[src/rtl/imm_encoder.sv]
// ============================================================================
//  Module      : imm_encoder
//  Description : Scatters a range/alignment-checked immediate into a RISC-V
//                instruction word; expands an out-of-range li into LUI+ADDI.
//  Revision    : 1.0 - initial release
// ============================================================================
`default_nettype none

module imm_encoder #(
    parameter bit          EXPAND_LI = 1'b1,
    parameter logic [31:0] NOP_INSTR = 32'h0000_0013
) (
    input  logic        clk,
    input  logic        reset,
    input  logic        in_valid,
    output logic        in_ready,
    input  logic [2:0]  immsrc,
    input  logic [31:0] base,
    input  logic [31:0] imm,
    output logic        out_valid,
    input  logic        out_ready,
    output logic [31:0] instr,
    output logic        out_last,
    output logic        err
);

    localparam logic [1:0] S_IDLE = 2'd0;
    localparam logic [1:0] S_ONE  = 2'd1;
    localparam logic [1:0] S_HI   = 2'd2;

    localparam logic [2:0] c_SRC_I = 3'b000;
    localparam logic [2:0] c_SRC_S = 3'b001;
    localparam logic [2:0] c_SRC_B = 3'b010;
    localparam logic [2:0] c_SRC_J = 3'b011;
    localparam logic [2:0] c_SRC_U = 3'b100;

    // Masks keep the non-immediate fields of base for each format.
    localparam logic [31:0] c_KEEP_I  = 32'h000F_FFFF;
    localparam logic [31:0] c_KEEP_SB = 32'h01FF_F07F;
    localparam logic [31:0] c_KEEP_JU = 32'h0000_0FFF;

    localparam logic [6:0] c_OP_IMM = 7'b0010011;
    localparam logic [6:0] c_OP_LUI = 7'b0110111;

    logic [1:0]  r_state;
    logic        r_valid;
    logic [31:0] r_instr;
    logic        r_last;
    logic        r_err;
    logic [31:0] r_addi;

    logic        w_ok;
    logic [31:0] w_word;
    logic        w_is_li;
    logic [19:0] w_hi;
    logic [4:0]  w_rd;
    logic [31:0] w_lui;
    logic [31:0] w_addi;
    logic        w_accept;

    always_comb begin
        w_ok   = 1'b0;
        w_word = base;
        case (immsrc)
            c_SRC_I: begin
                w_ok   = (&imm[31:11]) | (~|imm[31:11]);
                w_word = (base & c_KEEP_I) | {imm[11:0], 20'd0};
            end
            c_SRC_S: begin
                w_ok   = (&imm[31:11]) | (~|imm[31:11]);
                w_word = (base & c_KEEP_SB)
                       | {imm[11:5], 13'd0, imm[4:0], 7'd0};
            end
            c_SRC_B: begin
                w_ok   = ((&imm[31:12]) | (~|imm[31:12])) & ~imm[0];
                w_word = (base & c_KEEP_SB)
                       | {imm[12], imm[10:5], 13'd0, imm[4:1], imm[11], 7'd0};
            end
            c_SRC_J: begin
                w_ok   = ((&imm[31:20]) | (~|imm[31:20])) & ~imm[0];
                w_word = (base & c_KEEP_JU)
                       | {imm[20], imm[10:1], imm[11], imm[19:12], 12'd0};
            end
            c_SRC_U: begin
                w_ok   = ~|imm[11:0];
                w_word = (base & c_KEEP_JU) | {imm[31:12], 12'd0};
            end
            default: begin
                w_ok   = 1'b0;
                w_word = base;
            end
        endcase
    end

    // li = ADDI rd, x0, imm; only that exact form may be split.
    assign w_is_li = EXPAND_LI && (immsrc == c_SRC_I) && !w_ok
                   && (base[6:0] == c_OP_IMM) && (base[14:12] == 3'b000)
                   && (base[19:15] == 5'd0);

    // ADDI sign-extends its 12 bits, so round the upper part up when imm[11] is set.
    assign w_rd   = base[11:7];
    assign w_hi   = imm[31:12] + {19'd0, imm[11]};
    assign w_lui  = {w_hi, w_rd, c_OP_LUI};
    assign w_addi = {imm[11:0], w_rd, 3'b000, w_rd, c_OP_IMM};

    assign in_ready = reset & ((r_state == S_IDLE) | ((r_state == S_ONE) & out_ready));
    assign w_accept = in_valid & in_ready;

    always_ff @(posedge clk or negedge reset) begin
        if (!reset) begin
            r_state <= S_IDLE;
            r_valid <= 1'b0;
            r_instr <= 32'd0;
            r_last  <= 1'b0;
            r_err   <= 1'b0;
            r_addi  <= 32'd0;
        end else if (w_accept) begin
            r_valid <= 1'b1;
            if (w_is_li) begin
                r_instr <= w_lui;
                r_last  <= 1'b0;
                r_err   <= 1'b0;
                r_addi  <= w_addi;
                r_state <= S_HI;
            end else if (w_ok) begin
                r_instr <= w_word;
                r_last  <= 1'b1;
                r_err   <= 1'b0;
                r_state <= S_ONE;
            end else begin
                r_instr <= NOP_INSTR;
                r_last  <= 1'b1;
                r_err   <= 1'b1;
                r_state <= S_ONE;
            end
        end else if ((r_state == S_HI) && out_ready) begin
            r_instr <= r_addi;
            r_last  <= 1'b1;
            r_err   <= 1'b0;
            r_state <= S_ONE;
        end else if ((r_state == S_ONE) && out_ready) begin
            r_valid <= 1'b0;
            r_state <= S_IDLE;
        end
    end

    assign out_valid = r_valid;
    assign instr     = r_instr;
    assign out_last  = r_last;
    assign err       = r_err;

endmodule

`default_nettype wire
[config.mk]
export PLATFORM = sky130hd
export DESIGN_NAME = imm_encoder
export DESIGN_NICKNAME = d
export VERILOG_FILES = /design/src/rtl/imm_encoder.sv
export SDC_FILE = /design/constraint.sdc
export NUM_CORES = 1
export LEC_CHECK = 0
export ABC_CLOCK_PERIOD_IN_PS = 2200
export CAP_MARGIN = 20
export CORE_AREA = 5 5 96 98
export CTS_CLUSTER_DIAMETER = 40
export DETAILED_ROUTE_END_ITERATION = 6
export DIE_AREA = 0 0 101 103
export PLACE_DENSITY = 0.78
export SYNTH_ARGS = -nofsm -noshare
export SYNTH_HDL_FRONTEND = slang
export SYNTH_SLANG_ARGS = --single-unit
[constraint.sdc]
create_clock -name clk -period 2.2 [get_ports clk]
set_clock_uncertainty 0.1 [all_clocks]
set_input_delay 0.44 -clock clk [delete_from_list [all_inputs] [get_ports clk]]
set_output_delay 0.44 -clock clk [all_outputs]
set_load 0.02 [all_outputs]
# ---- Word level (Yosys, flattened, before mapping)
# Index checks and enable logic that the tools add are counted.
dict set report totals {
  output_inout_bits 36
  word_cells 78
  input_bits 71
  ff_bits 62
}
dict set report op_classes {
  addsub 1
  bitwise_logic 15
  mux 20
  eq_ne 8
  n_reduce_logical 28
}
# operator n
set ops {}
lappend ops {{$pmux 32 s5} 1}
lappend ops {{$mux 32} 4}
lappend ops {{$or 12x32->32} 2}
lappend ops {{$or 25x32->32} 2}
lappend ops {{$or 20x32->32} 1}
lappend ops {{$reduce_or 12->1} 2}
lappend ops {{$reduce_and 21->1} 1}
lappend ops {{$reduce_or 21->1} 1}
lappend ops {{$add 20x1->20} 1}
lappend ops {{$reduce_and 20->1} 1}
lappend ops {{$reduce_or 20->1} 1}
lappend ops {{$reduce_and 12->1} 1}
lappend ops {{$mux 1} 10}
lappend ops {{$mux 2} 4}
lappend ops {{$eq 7x5->1 const B} 1}
lappend ops {{$eq 3x2->1 const B} 2}
lappend ops {{$logic_and 1x1->1} 6}
lappend ops {{$logic_not 3->1} 2}
lappend ops {{$and 1x1->1} 5}
lappend ops {{$logic_not 1->1} 5}
lappend ops {{$logic_not 5->1} 1}
lappend ops {{$or 1x1->1} 4}
lappend ops {{$pmux 1 s4} 1}
lappend ops {{$reduce_and 2->1} 2}
lappend ops {{other kinds (10)} 11}

# ---- Logic depth before layout (Yosys ltp)
dict set report depth {
  depth_word 12
  depth_mapped 10
  depth_no_buf 9
}

# ---- Worst setup path after synthesis
# Ideal clock, no wire load.
dict set report synth_path {
  path_type {input -> register}
  startpoint {input port imm[16]}
  endpoint {register r_instr[0] (netlist: instr[0])}
  setup_ns 0.136
  n_path_buf 1
  setup_slack_ns -0.017
  stages 8
  arrival_ns 1.981
  cell_sequence {buf_6 > or4_1 > and4bb_1 > a32o_2 > a211o_4 > nand2_2 > and2_1 > a2bb2oi_1}
}
dict set report synth_via {
  elab_chain_cells 12
}
# element line_no
set synth_rtl {}
lappend synth_rtl {{from (decl)} 19} ;# input logic [31:0] imm,
lappend synth_rtl {{$reduce_or 20->1} 75} ;# w_ok = ((&imm[31:12]) | (~|imm[31:12])) & ~imm[0];
lappend synth_rtl {{$logic_not 1->1} 75}
lappend synth_rtl {{$or 1x1->1} 75}
lappend synth_rtl {{$and 1x1->1} 75}
lappend synth_rtl {{$pmux 1 s4 (*)} 64} ;# case (immsrc)
lappend synth_rtl {{$logic_not 1->1} 96} ;# assign w_is_li = EXPAND_LI && (immsrc == c_SRC_I) && !w_ok
lappend synth_rtl {{$logic_and 1x1->1} 96}
lappend synth_rtl {{$logic_and 1x1->1 (2 in a row)} 97} ;# && (base[6:0] == c_OP_IMM) && (base[14:12] == 3'b000)
lappend synth_rtl {{$logic_and 1x1->1} 98} ;# && (base[19:15] == 5'd0);
lappend synth_rtl {{$mux 32 (*)} 119} ;# if (w_is_li) begin
lappend synth_rtl {{$mux 32 (*)} 117} ;# end else if (w_accept) begin
lappend synth_rtl {{to (signal assigned)} 120} ;# r_instr <= w_lui;
lappend synth_rtl {{to (signal assigned)} 126} ;# r_instr <= w_word;
lappend synth_rtl {{to (signal assigned)} 137} ;# r_instr <= r_addi;
lappend synth_rtl {{to (decl)} 47} ;# logic [31:0] r_instr;
# Every way passes the cells marked *; elsewhere a longest branch is shown, timed or not.
# A chain may end at the register's enable or synchronous reset.

# ---- Worst setup path in the final report
dict set report layout_path {
  startpoint {input port imm[13]}
  endpoint {register r_instr[24] (netlist: instr[24])}
}
dict set report layout_via {
  elab_chain_cells 12
}
# element line_no
set layout_rtl {}
lappend layout_rtl {{$reduce_or 20->1} 75}
lappend layout_rtl {{$logic_not 1->1} 75}
lappend layout_rtl {{$or 1x1->1} 75}
lappend layout_rtl {{$and 1x1->1} 75}
lappend layout_rtl {{$pmux 1 s4} 64}
lappend layout_rtl {{$logic_not 1->1} 96}
lappend layout_rtl {{$logic_and 1x1->1} 96}
lappend layout_rtl {{$logic_and 1x1->1 (2 in a row)} 97}
lappend layout_rtl {{$logic_and 1x1->1} 98}
lappend layout_rtl {{$mux 32 (*)} 119}
lappend layout_rtl {{$mux 32 (*)} 117}
# Marks and branches as above.

==> impl_results.md <==
* Peak supply drop at 0.312 mV
* Final Hold Viols at 0
* CTS clk-pin slew, worst paths at 0.12 ns
* Hold Path Class: input pin to asynchronous set/reset pin
* Most common library cell in the layout ignoring fill and taps: buf_4
* # rows at 34
* Commonest non-fill, non-tap cells in the layout: buf_4 (125), nand2_1 (93), clkdlybuf4s50_1 (60)
* # H-tree levels at 2
* Maximum achievable frequency at 460 MHz
* Synth unique cells at 57
* Antenna cells at 0
* Power Density at 555 mW/mm^2
* Worst reg-to-reg setup slack at 0.23 ns
* Num CTS Buffers at 5
* Mapped Cells at 450
* Tot GR Track Use at 28.0%
* Die area at 0.0104 sq mm
* Die W at 101 um
* Mapped Avg Cell Area at 8.09 sq um
* Critical path, cell by cell: clkdlybuf4s15_1 > or4_4 > o21ai_2 > a32o_2 > a211oi_4 > buf_4 > nor2_1 > buf_4 > nand3_2 > o211ai_1
* Final Cycle Share at 98.9%
* HPWL after DPL at 11500 um
* Layout cell share with drive strength beyond 1 at 30.0%
* Worst Path Required at 2.33 ns
* Flops & latches, synth at 55
* Maximum number of pins on one net before global-route repair at 56
* CTS Sinks at 55
* WHS at 0.227 ns
* Crit-path max cell delay at 0.54 ns
* WP buf/inv at 3
* Crit path kind: input pin to register
* TritonRoute pass-1 iters at 5
* Slew HR at 52.1%
* Vias per inst at 5.64
* P&R area growth vs syn at 64.1%
* Layout Cells excl Fill at 777
* Drt total wl at 14700 um
* Nets at 742
* Hold-fix buffers, CTS at 0
* Slew @ Worst Pin at 0.719 ns
* Setup TNS at 0 ns
* Routability cong. at 0.994
* 1st-iter DRT viols at 373
* Post-Syn Area at 0.00364 sq mm
* Crit. End Element: register
* Async set or reset register ratio after synthesis at 100%
* Clk root buf: clkbuf_8
* Area share of the largest cell type after synthesis at 37.8%
* Critical Path AT at 2.30 ns
* Die height at 103 um
* Crit start category: input pin
* Max-cap viol count at 0
* Routed vias at 4385
* Top Ports at 107
* Cell family with most CP delay: simple AND/OR/NAND/NOR gates
* Post-synth top flop: dfrtp_1
* Status: complete, no violations
* Wire per inst at 18.9 um
* Main area contributors after synthesis: dfrtp_1 (38%), nand2_1 (9.6%), o21ai_0 (5.5%), nor2_1 (3.4%), a21oi_1 (2.9%)
* Sequential fraction of the synthesis area at 37.8%
* Final core occ at 71.3%
* Max Slew Vio Count at 0
* Pre-CTS setup slack at -0.714 ns
* CTS tree: built
* Overflow after GRT at 0
* Drt drc at 0
* Clock Latency Late Sink at 0.32 ns
* Clk buf depth at 2
* PortBufs at 99
* Placed Cells at 752
* Core area at 0.00838 sq mm
* Worst path slowest cell: or4_4
* Final setup viols at 0
* Area leader, netlist: dfrtp_1
* First-pass GRT wire length at 22900 um
* Minimum clock period at 2.18 ns
* Initial Utilization at 43.4%
* Lkg Pwr at 2.79 nW
* Syn Nets at 524
* Ys Warns at 0
* Vias in the first global route at 4418
* Initial antenna violation count at 0
* Post-DRT Antenna Nets at 0
* RSZ-0062 raised after global routing: yes
* Critical path peak fanout at 6
* Most frequent CP cell: buf_4
* Post-synth EDFFs at 0
* Final worst slack at 0.0245 ns
==> state kept, by name, indices dropped and copies added, names as in the netlist <==
name	cells
r_state	2
instr	32
out_last	1
err	1
out_valid	1
r_addi	18
==> power by group <==
group | internal, mW | total (mW) | switching, mW
Sequential | 1.16 | 1.26 | 0.0930
Combinational | 0.695 | 1.46 | 0.767
Clock | 0.223 | 0.595 | 0.372
Total | 2.08 | 3.31 | 1.23
==> cell usage after synthesis (3+ instances only) <==
master / instances
inv_1: 8
nor2b_1: 8
and2_1: 3
a21oi_1: 21
nor2_1: 33
o211ai_1: 3
nor3_1: 8
mux2i_1: 7
dfrtp_1: 55
clkbuf_1: 16
o21ai_0: 40
nand3_1: 14
a221oi_1: 3
nor4_1: 9
a31oi_1: 10
nor3b_1: 3
ha_1: 3
and3_1: 10
xor2_1: 8
buf_6: 5
nand2b_1: 4
a2bb2oi_1: 3
nand4_1: 6
xnor2_1: 9
buf_2: 6
nand2_1: 93
a22oi_1: 12
a211oi_1: 4
o22ai_1: 5
a22o_1: 3
o221ai_1: 3
==> path summary, 6_finish.rpt <==
check,start,end,depth (start not counted)
setup / recovery,imm[13],instr[24],10
max in group asynchronous,reset,instr[10],2
hold / removal,reset,r_addi[31],2
setup reg to reg,r_state[0],instr[9],8
min in group clk,imm[11],r_addi[31],3
hold reg to reg,r_addi[4],r_addi[4],1
==> worst register-to-register path, cell delays in order, from the launching register on <==
cell and delay [ns]:
dfrtp_1 0.41, inv_1 0.12, o211a_1 0.20, nand2_1 0.18, buf_4 0.24, nor2_4 0.16
buf_4 0.18, o211ai_1 0.11, a21oi_1 0.19
==> logic make-up (layout without fill, tap and decap cells) <==
family | count (synthesis) | in the layout | share of synthesized area, %
adders and majority gates | 3 | 3 | 1.03
DFF | 55 | 55 | 37.8
xor gates and xnor gates | 17 | 17 | 4.09
buffers and inverters | 37 | 256 | 5.26
muxes | 9 | 9 | 2.54
and+or+nand+nor | 207 | 207 | 27.4
AOI/OAI and AO/OA | 122 | 122 | 21.9
==> area by class of cell <==
type | count | area [sq um]
Clock buffer | 5 | 68.8
Clock inverter | 3 | 20.0
Fill cell | 664 | 2410
Inverter | 8 | 30.0
Multi-Input combinational cell | 358 | 2260
Sequential cell | 55 | 1380
Tap cell | 108 | 135
Timing Repair Buffer | 240 | 2080
==> repair_timing <==
item / CTS / global route
cloned: 1 / 0
endpoints found under the setup margin: 55 / 43
pin swaps: 18 / 18
resized for setup: 82 / 37
buffers inserted: 13 / 3
==> per-layer routing <==
layer / global-route usage (%) / wire, um
met1: 36.1 / 6140
met5: 0 / 0
met2: 49.4 / 7300
met4: 7.57 / 383
met3: 3.65 / 867
==> through the flow <==
step	total power, mW	cell area (sq um)
4_1_cts	3.30	5880
3_3_place_gp	2.68	5570
3_5_place_dp	2.71	5570
5_1_grt	3.48	5970
2_1_floorplan	1.90	3640
6_report	3.31	5970
Note: power is estimated with default switching activity, not from simulation.
